$ cat src/rtl/mem_arbiter_pkg.sv
// Shared types and constants for the two-port (I-cache / D-cache) main-memory arbiter.
package mem_arbiter_pkg;

    typedef enum logic {
        IDLE = 1'b0,
        BUSY = 1'b1
    } state_t;

    localparam logic PORT_ICACHE = 1'b0;
    localparam logic PORT_DCACHE = 1'b1;

    localparam int LINE_BITS              = 512;
    localparam int ADDR_BITS              = 32;
    localparam int DATA_BITS              = 32;
    localparam int TIMEOUT_CYCLES_DEFAULT = 64;

endpackage

$ cat src/rtl/mem_arbiter_if.sv
// Requester and main-memory signal bundle; slave is the arbiter's view, master the environment's.
interface mem_arbiter_if;
    import mem_arbiter_pkg::*;

    logic [ADDR_BITS-1:0] req_addr0, req_addr1;
    logic [DATA_BITS-1:0] req_wdata0, req_wdata1;
    logic                 req_read0, req_read1;
    logic                 req_write0, req_write1;
    logic                 req_ready0, req_ready1;
    logic                 req_err0, req_err1;
    logic [LINE_BITS-1:0] req_rdata;

    logic [ADDR_BITS-1:0] main_mem_addr;
    logic [DATA_BITS-1:0] main_mem_data_out;
    logic                 main_mem_read_req, main_mem_write_req;
    logic [LINE_BITS-1:0] main_mem_data_in;
    logic                 main_mem_ready;

    modport slave (
        input  req_addr0, req_addr1, req_wdata0, req_wdata1,
               req_read0, req_read1, req_write0, req_write1,
               main_mem_data_in, main_mem_ready,
        output req_ready0, req_ready1, req_err0, req_err1, req_rdata,
               main_mem_addr, main_mem_data_out, main_mem_read_req, main_mem_write_req
    );

    modport master (
        output req_addr0, req_addr1, req_wdata0, req_wdata1,
               req_read0, req_read1, req_write0, req_write1,
               main_mem_data_in, main_mem_ready,
        input  req_ready0, req_ready1, req_err0, req_err1, req_rdata,
               main_mem_addr, main_mem_data_out, main_mem_read_req, main_mem_write_req
    );

endinterface

$ cat src/rtl/mem_arb_watchdog.sv
// Saturating BUSY-cycle counter; expired flags the cycle in which the transaction runs out of time.
module mem_arb_watchdog
    import mem_arbiter_pkg::*;
#(
    parameter int TIMEOUT_CYCLES = TIMEOUT_CYCLES_DEFAULT
) (
    input  logic clk,
    input  logic rst,
    input  logic clear,
    input  logic enable,
    output logic expired
);
    localparam int               CNT_W = $clog2(TIMEOUT_CYCLES) + 1;
    localparam logic [CNT_W-1:0] LIMIT = CNT_W'(TIMEOUT_CYCLES);
    localparam logic [CNT_W-1:0] LAST  = CNT_W'(TIMEOUT_CYCLES - 1);

    logic [CNT_W-1:0] count;

    always_ff @(posedge clk or posedge rst) begin
        if (rst) begin
            count <= '0;
        end else if (clear) begin
            count <= '0;
        end else if (enable && (count != LIMIT)) begin
            count <= count + 1'b1;
        end
    end

    // count holds the stalled cycles already elapsed, so this fires during the TIMEOUT_CYCLES-th one
    assign expired = enable && (count >= LAST);

endmodule

$ cat src/rtl/mem_arbiter.sv
// Round-robin arbiter granting main memory to the I-cache or D-cache port, one line transaction at a time.
module mem_arbiter
    import mem_arbiter_pkg::*;
#(
    parameter int TIMEOUT_CYCLES = TIMEOUT_CYCLES_DEFAULT,
    parameter int N_PORTS        = 2
) (
    input  logic         clk,
    input  logic         rst,
    mem_arbiter_if.slave bus
);
    localparam int PORT_W = $clog2(N_PORTS);

    state_t               state, state_nxt;
    logic [PORT_W-1:0]    grant_id, last_grant, grant_sel;
    logic [ADDR_BITS-1:0] addr_q;
    logic [DATA_BITS-1:0] wdata_q;
    logic                 read_q, write_q;
    logic                 pend0, pend1, sel_write;
    logic                 grant, done, expired, wd_enable;

    assign pend0 = bus.req_read0 | bus.req_write0;
    assign pend1 = bus.req_read1 | bus.req_write1;

    always_comb begin
        grant_sel = PORT_ICACHE;
        if (pend0 && pend1) begin
            grant_sel = ~last_grant;
        end else if (pend1) begin
            grant_sel = PORT_DCACHE;
        end
    end

    // write beats read on the same port so a dirty line is written back before the refill
    assign sel_write = (grant_sel == PORT_DCACHE) ? bus.req_write1 : bus.req_write0;

    always_ff @(posedge clk or posedge rst) begin
        if (rst) begin
            state <= IDLE;
        end else begin
            state <= state_nxt;
        end
    end

    always_comb begin
        state_nxt = state;
        grant     = 1'b0;
        done      = 1'b0;
        case (state)
            IDLE: begin
                if (pend0 || pend1) begin
                    grant     = 1'b1;
                    state_nxt = BUSY;
                end
            end
            BUSY: begin
                if (bus.main_mem_ready || expired) begin
                    done      = 1'b1;
                    state_nxt = IDLE;
                end
            end
            default: state_nxt = IDLE;
        endcase
    end

    always_ff @(posedge clk or posedge rst) begin
        if (rst) begin
            grant_id   <= PORT_ICACHE;
            last_grant <= PORT_DCACHE;
            addr_q     <= '0;
            wdata_q    <= '0;
            read_q     <= 1'b0;
            write_q    <= 1'b0;
        end else if (grant) begin
            grant_id   <= grant_sel;
            last_grant <= grant_sel;
            addr_q     <= (grant_sel == PORT_DCACHE) ? bus.req_addr1  : bus.req_addr0;
            wdata_q    <= (grant_sel == PORT_DCACHE) ? bus.req_wdata1 : bus.req_wdata0;
            read_q     <= ~sel_write;
            write_q    <= sel_write;
        end else if (done) begin
            read_q     <= 1'b0;
            write_q    <= 1'b0;
        end
    end

    assign wd_enable = (state == BUSY) && !bus.main_mem_ready;

    mem_arb_watchdog #(
        .TIMEOUT_CYCLES(TIMEOUT_CYCLES)
    ) u_watchdog (
        .clk    (clk),
        .rst    (rst),
        .clear  (grant),
        .enable (wd_enable),
        .expired(expired)
    );

    assign bus.main_mem_addr      = addr_q;
    assign bus.main_mem_data_out  = wdata_q;
    assign bus.main_mem_read_req  = read_q;
    assign bus.main_mem_write_req = write_q;
    assign bus.req_rdata          = bus.main_mem_data_in;

    assign bus.req_ready0 = (state == BUSY) && bus.main_mem_ready && (grant_id == PORT_ICACHE);
    assign bus.req_ready1 = (state == BUSY) && bus.main_mem_ready && (grant_id == PORT_DCACHE);
    assign bus.req_err0   = expired && (grant_id == PORT_ICACHE);
    assign bus.req_err1   = expired && (grant_id == PORT_DCACHE);

endmodule

$ cat src/flat_wrapper.sv
// flat-port wrapper written by rule: the top's interface ports become plain ports
module mem_arbiter_flat import mem_arbiter_pkg::*;
#(
    parameter int TIMEOUT_CYCLES = TIMEOUT_CYCLES_DEFAULT,
    parameter int N_PORTS        = 2
)
  (clk, rst, bus_req_addr0, bus_req_addr1, bus_req_wdata0, bus_req_wdata1, bus_req_read0, bus_req_read1, bus_req_write0, bus_req_write1, bus_main_mem_data_in, bus_main_mem_ready, bus_req_ready0, bus_req_ready1, bus_req_err0, bus_req_err1, bus_req_rdata, bus_main_mem_addr, bus_main_mem_data_out, bus_main_mem_read_req, bus_main_mem_write_req);
  mem_arbiter_if bus_i ();
  input  logic clk;
  input  logic rst;
  input wire logic [$bits(bus_i.req_addr0)-1:0] bus_req_addr0;
  input wire logic [$bits(bus_i.req_addr1)-1:0] bus_req_addr1;
  input wire logic [$bits(bus_i.req_wdata0)-1:0] bus_req_wdata0;
  input wire logic [$bits(bus_i.req_wdata1)-1:0] bus_req_wdata1;
  input wire logic [$bits(bus_i.req_read0)-1:0] bus_req_read0;
  input wire logic [$bits(bus_i.req_read1)-1:0] bus_req_read1;
  input wire logic [$bits(bus_i.req_write0)-1:0] bus_req_write0;
  input wire logic [$bits(bus_i.req_write1)-1:0] bus_req_write1;
  input wire logic [$bits(bus_i.main_mem_data_in)-1:0] bus_main_mem_data_in;
  input wire logic [$bits(bus_i.main_mem_ready)-1:0] bus_main_mem_ready;
  output wire logic [$bits(bus_i.req_ready0)-1:0] bus_req_ready0;
  output wire logic [$bits(bus_i.req_ready1)-1:0] bus_req_ready1;
  output wire logic [$bits(bus_i.req_err0)-1:0] bus_req_err0;
  output wire logic [$bits(bus_i.req_err1)-1:0] bus_req_err1;
  output wire logic [$bits(bus_i.req_rdata)-1:0] bus_req_rdata;
  output wire logic [$bits(bus_i.main_mem_addr)-1:0] bus_main_mem_addr;
  output wire logic [$bits(bus_i.main_mem_data_out)-1:0] bus_main_mem_data_out;
  output wire logic [$bits(bus_i.main_mem_read_req)-1:0] bus_main_mem_read_req;
  output wire logic [$bits(bus_i.main_mem_write_req)-1:0] bus_main_mem_write_req;
  assign bus_i.req_addr0 = bus_req_addr0;
  assign bus_i.req_addr1 = bus_req_addr1;
  assign bus_i.req_wdata0 = bus_req_wdata0;
  assign bus_i.req_wdata1 = bus_req_wdata1;
  assign bus_i.req_read0 = bus_req_read0;
  assign bus_i.req_read1 = bus_req_read1;
  assign bus_i.req_write0 = bus_req_write0;
  assign bus_i.req_write1 = bus_req_write1;
  assign bus_i.main_mem_data_in = bus_main_mem_data_in;
  assign bus_i.main_mem_ready = bus_main_mem_ready;
  assign bus_req_ready0 = bus_i.req_ready0;
  assign bus_req_ready1 = bus_i.req_ready1;
  assign bus_req_err0 = bus_i.req_err0;
  assign bus_req_err1 = bus_i.req_err1;
  assign bus_req_rdata = bus_i.req_rdata;
  assign bus_main_mem_addr = bus_i.main_mem_addr;
  assign bus_main_mem_data_out = bus_i.main_mem_data_out;
  assign bus_main_mem_read_req = bus_i.main_mem_read_req;
  assign bus_main_mem_write_req = bus_i.main_mem_write_req;
  mem_arbiter #(.TIMEOUT_CYCLES(TIMEOUT_CYCLES), .N_PORTS(N_PORTS)) u_core (.clk(clk), .rst(rst), .bus(bus_i));
endmodule
$ cat config.mk
export PLATFORM = sky130hd
export DESIGN_NAME = mem_arbiter_flat
export DESIGN_NICKNAME = d
export VERILOG_FILES = /design/src/rtl/mem_arbiter_pkg.sv /design/src/rtl/mem_arbiter_if.sv /design/src/rtl/mem_arb_watchdog.sv /design/src/rtl/mem_arbiter.sv /design/src/flat_wrapper.sv
export SDC_FILE = /design/constraint.sdc
export NUM_CORES = 1
export LEC_CHECK = 0
export ABC_AREA = 1
export CORE_AREA = 2 2 472 474
export DETAILED_ROUTE_END_ITERATION = 10
export DIE_AREA = 0 0 474 476
export PLACE_DENSITY = 0.3
export SLEW_MARGIN = 15
export SYNTH_ARGS = -nofsm -noshare
export SYNTH_HDL_FRONTEND = slang
export SYNTH_SLANG_ARGS = --single-unit
$ cat constraint.sdc
create_clock -name clk -period 6.8 [get_ports clk]
set_clock_uncertainty 0.05 [all_clocks]
set_input_delay 0.68 -clock clk [delete_from_list [all_inputs] [get_ports clk]]
set_output_delay 0.68 -clock clk [all_outputs]
set_load 0.05 [all_outputs]
### Yosys cells after proc, flatten, opt, wreduce, memory -nomap -nowiden

Index checks and enable logic that the tools add are counted.

* bitwise logic cells: 6
* eq/ne operators: 1
* mux-type cells: 16
* add/sub/neg operators: 1
* magnitude comparators: 1
* reduce and logical (&&, ||, !) cells: 14

Operators with widths (number)
* $mux W32: 2
* $mux W7: 2
* $mux W1: 11
* $logic_and A1 B1 Y1: 9
* $add A7 B1 Y7 const B: 1
* $ge A7 B6 Y1 const B: 1
* $ne A7 B7 Y1 const B: 1
* $not A1 Y1: 4
* $reduce_bool A2 Y1: 2
* $logic_or A1 B1 Y1: 2
* $or A1 B1 Y1: 2
* $pmux W1 S2: 1
* $logic_not A1 Y1: 1

* flip-flop bits (word level): 76
* input port bits: 647
* logic and storage cells: 47

### Longest topological paths before layout

* word-level depth: 8
* gate-level depth with buffers: 8
* gate-level depth less buffers: 8

### Modules after synthesis

Synthesis repeated with hierarchy kept, for this count alone.

* cell total of the unflattened synthesis: 1100
* area, all modules: 8116.5 um^2

Modules (own cells, without submodules)
* mem_arbiter: area each 7667.4 um^2, seq. area each 1727.9 um^2, cells an instance 1034, instances 1
* mem_arb_watchdog: area each 449.2 um^2, seq. area each 175.2 um^2, cells an instance 66, instances 1

### Worst setup path before layout

No wires, ideal clock.

* kind: input to output
* start point: input port bus_main_mem_ready
* end point: output port bus_req_ready0
* stages: 2
* required time: 6.070 ns
* arrival: 1.756 ns
* buffers on the path: 0
* slack: 4.314 ns
* path through: inv_1 -> nor3_1

* longest elaborated chain between the ends: 2

Ends and longest elaborated chain
* start: declaration: line flat_wrapper.sv:20 `input wire logic [$bits(bus_i.main_mem_ready)-1:0] bus_main_mem_ready;`
* $logic_and A1 B1 Y1 (2 in a row): line mem_arbiter.sv:105 `assign bus.req_ready0 = (state == BUSY) && bus.main_mem_ready && (grant_id == PORT_ICACHE);`
* end: declaration: line flat_wrapper.sv:21 `output wire logic [$bits(bus_i.req_ready0)-1:0] bus_req_ready0;`

No other way between the ends.

### Worst setup path after layout

* start point: input port bus_main_mem_ready
* end point: output port bus_req_err0

* longest elaborated chain between the ends: 4

Ends and longest elaborated chain
* $logic_not A1 Y1: line mem_arbiter.sv:87 `assign wd_enable = (state == BUSY) && !bus.main_mem_ready;`
* $logic_and A1 B1 Y1: line mem_arbiter.sv:87
* $logic_and A1 B1 Y1: line mem_arb_watchdog.sv:30 `assign expired = enable && (count >= LAST);`
* $logic_and A1 B1 Y1: line mem_arbiter.sv:107 `assign bus.req_err0 = expired && (grant_id == PORT_ICACHE);`
* end: declaration: line flat_wrapper.sv:23 `output wire logic [$bits(bus_i.req_err0)-1:0] bus_req_err0;`

No other way between the ends.

==> out/results.tsv <==
metric	value	unit
worst_pin_slew	1.021	ns
power.static_leakage	2.560	nW
routed-via-count	5057	
drt_wl_total	116700	um
post_cts.resized_instances	0	
area_delta_synth_final	27.95	%
post_cts_buffers	0	
yosysWarnings	0	
critical_path.cell_chain	clkdlybuf4s50_1 -> nor2_1 -> nand2_1 -> nor2_1 -> clkdlybuf4s50_1	
outcome	completed	
first_pass_grt_wire_length	126600	um
synthesis.area_per_instance	7.862	um^2
power_density	390.8	nW/um^2
timing_worst_setup_path_type	input pin to output port	
worst_skew_pair.late_latency	0.40	ns
rsz0062_at_grt	false	
min_period_over_period	0.5086	
worst_setup_hold_path_clk_slew	0.06	ns
drt-vias-per-instance	1.399	
detail_route_met3_wl	45030	um
dieArea	225600	um^2
portbufs	204	
post_synth_num_cell_types	24	
critPathLaunch	bus_main_mem_ready	
timing.final.hold_violations	0	
antenna_found_initial	19	
detail_route.wirelength.met1	16590	um
route.antenna.remaining_nets	0	
design.final.nets	1280	
cts.sink_count	76	
report.power.total	3.739	mW
syn_nets	1600	
cts.htree.levels	3	
ctsRootBufferMaster	sky130_fd_sc_hd__clkbuf_16	
num-fill-cells	26255	
setup.worst_path.end_class	output port	
worst_setup_path_start_kind	input pin	
placement_rows	173	
i_o_pins	1229	
worst-path-buf-inv	2	
vias_in_the_first_global_route	4950	
grt_max_degree	69	
number_of_max_slew_violations_in_the_final_report	0	
dieWidth	474	um
hold_buffers	0	
worst_path_dominant_cell_family	buffers and inverters	
grt_usage	0.09886	
routed-wl-met2	47960	um
cp_data_arrival_time	2.73	ns
hpwlAfterDp	109400	um
reg2reg_from	u_core.state$_DFF_PP0_	
netlist_area	7477	um^2
layout-drive-gt1-share	0.06918	
fmax	0.2891	GHz
die_span_in_y	476	um
floorplan.core_area	221000	um^2
timing.slew.headroom	0.3175	
drt_first_iter_violations	237	
ff_latch_area	1903	um^2
part_of_the_yosys_area_used_for_sequential_elements	0.2545	
synthCells	951	
drt_drc_violations_left	0	
multiInputGateArea	1493	um^2
detail_route.first_pass.iterations	5	
worst_path_largest_cell_delay	0.95	ns
hold_path_startpoint	u_core.bus.main_mem_write_req$_DFFE_PP0P_	
globalplace.congestion	0.7765	
post_synthesis_sequential_element_count	76	
slowest_cell_on_crit_path	sky130_fd_sc_hd__clkdlybuf4s50_1	
tns	0	ns
place_ws	3.127	ns
route.detailed.wl_per_inst	32.28	um
globalRouteOverflowTotal	0	
fin_ws	3.341	ns
worstPathMaxFanout	4	
worst_ir_drop_vdd	121.2	uV
max-clock-path-buffers	2	
highest_layer	met5	
cts_tree	yes	
floorplan.initialDensity	0.03383	
number_of_buffers_inserted_during_clock_tree_synthesis	9	
min_period	3.459	ns
setup_violations	0	
min-delay-path-class	register to register	
max-cap-violations	0	
required_time_at_the_endpoint_of_the_critical_path	6.07	ns
cell usage in the layout (no fill, tap or decap), types with 3 or more instances in the layout:
cell type / netlist / routed
sky130_fd_sc_hd__dfrtp_1: 75 / 75
sky130_fd_sc_hd__inv_4: 0 / 3
sky130_fd_sc_hd__buf_4: 524 / 18
sky130_fd_sc_hd__diode_2: 0 / 5
sky130_fd_sc_hd__nand3_1: 18 / 18
sky130_fd_sc_hd__nand2_1: 85 / 85
sky130_fd_sc_hd__a21oi_1: 128 / 128
sky130_fd_sc_hd__clkbuf_16: 0 / 9
sky130_fd_sc_hd__clkdlybuf4s50_1: 0 / 192
sky130_fd_sc_hd__nor2_1: 72 / 72
sky130_fd_sc_hd__xor2_1: 3 / 3
sky130_fd_sc_hd__inv_1: 8 / 7
logic make-up (layout without fill, tap and decap cells):
| logic type | after synthesis | in the layout | share of synthesized area |
|---|---|---|---|
| buf+inv | 551 | 236 | 0.5458 |
| simple gates | 183 | 183 | 0.09856 |
| compound gates | 134 | 134 | 0.09187 |
| flops | 76 | 76 | 0.2545 |
| xor+xnor | 5 | 5 | 0.005858 |
| fa+ha+maj | 2 | 2 | 0.003346 |
| other cells | 0 | 5 | 0 |
layer usage:
layer | track usage | vias up
li1 | - | 1849
met2 | 0.1403 | 747
met3 | 0.1824 | 328
met1 | 0.03941 | 2115
met5 | 0.004051 | -
met4 | 0.05388 | 18
synth_stat cells:
cell | n | area (um^2)
sky130_fd_sc_hd__nor2_1 | 72 | 270.3
sky130_fd_sc_hd__o21ai_0 | 2 | 10.01
sky130_fd_sc_hd__xor2_1 | 3 | 26.28
sky130_fd_sc_hd__nand4_1 | 1 | 6.260
sky130_fd_sc_hd__nor2_2 | 1 | 6.260
sky130_fd_sc_hd__o21ai_1 | 2 | 10.01
sky130_fd_sc_hd__o21bai_4 | 1 | 18.77
sky130_fd_sc_hd__buf_4 | 524 | 3934
sky130_fd_sc_hd__xnor2_1 | 2 | 17.52
sky130_fd_sc_hd__nand2_2 | 2 | 12.51
sky130_fd_sc_hd__ha_1 | 2 | 25.02
sky130_fd_sc_hd__o211ai_1 | 1 | 7.510
sky130_fd_sc_hd__buf_2 | 13 | 65.06
sky130_fd_sc_hd__nand2_4 | 1 | 11.26
sky130_fd_sc_hd__dfrtp_1 | 75 | 1877
sky130_fd_sc_hd__inv_2 | 2 | 7.510
sky130_fd_sc_hd__nand2_1 | 85 | 319.1
sky130_fd_sc_hd__dfstp_2 | 1 | 26.28
sky130_fd_sc_hd__inv_1 | 8 | 30.03
sky130_fd_sc_hd__a21oi_1 | 128 | 640.6
sky130_fd_sc_hd__nor2_4 | 1 | 11.26
sky130_fd_sc_hd__buf_6 | 4 | 45.04
sky130_fd_sc_hd__nor3_1 | 2 | 10.01
sky130_fd_sc_hd__nand3_1 | 18 | 90.09
tightest hold or removal path, cell delays in order (launching register included):
cell	delay, ns
sky130_fd_sc_hd__dfrtp_1	0.38
sky130_fd_sc_hd__nand2_1	0.07
sky130_fd_sc_hd__nand2_1	0.05
power by group:
| group | internal (mW) | switching, mW |
|---|---|---|
| logic | 0.592 | 1.70 |
| registers | 0.671 | 0.172 |
| clock network | 0.343 | 0.264 |
| total | 1.61 | 2.13 |
sequential cells by signal (all words and copies together) (netlist names):
register and count:
u_core.bus.main_mem_read_req 1, u_core.bus.main_mem_write_req 1, u_core.bus.main_mem_data_out 32, u_core.state 1, u_core.u_watchdog.count 7, u_core.last_grant 1, u_core.grant_id 1, u_core.bus.main_mem_addr 32
cell type report:
| cell class | count | share of cell area |
|---|---|---|
| Multi-Input combinational cell | 324 | 0.1560 |
| Clock buffer | 11 | 0.02642 |
| Antenna cell | 5 | 0.001308 |
| Clock inverter | 5 | 0.008501 |
| Timing Repair Buffer | 210 | 0.2150 |
| Inverter | 10 | 0.004708 |
| Sequential cell | 76 | 0.1989 |
| Tap cell | 2975 | 0.3891 |
final timing paths:
path | slack (ns) | cells past startpoint | endpoint
max | 3.34 | 5 | bus_req_err0
min reg2reg | 0.47 | 2 | u_core.bus.main_mem_write_req$_DFFE_PP0P_
max reg2reg | 4.16 | 6 | u_core.bus.main_mem_read_req$_DFFE_PP0P_
min | 0.47 | 2 | u_core.bus.main_mem_write_req$_DFFE_PP0P_
min in group asynchronous | 0.66 | 2 | u_core.u_watchdog.count[0]$_DFFE_PP0P_
max in group asynchronous | 4.91 | 3 | u_core.bus.main_mem_addr[14]$_DFFE_PP0P_
through the flow:
step	std cells	cell area [um^2]	hold WS (ns)	util
CTS	3611	9554	0.4771	0.04323
global route	3611	9554	0.5008	0.04323
floorplan	951	7477	0.4630	-
global placement	3595	9220	0.4453	0.04172
finish	3616	9567	0.4747	0.04329
detailed placement	3595	9220	0.4606	0.04172
Note: power is estimated with default switching activity, not from simulation.
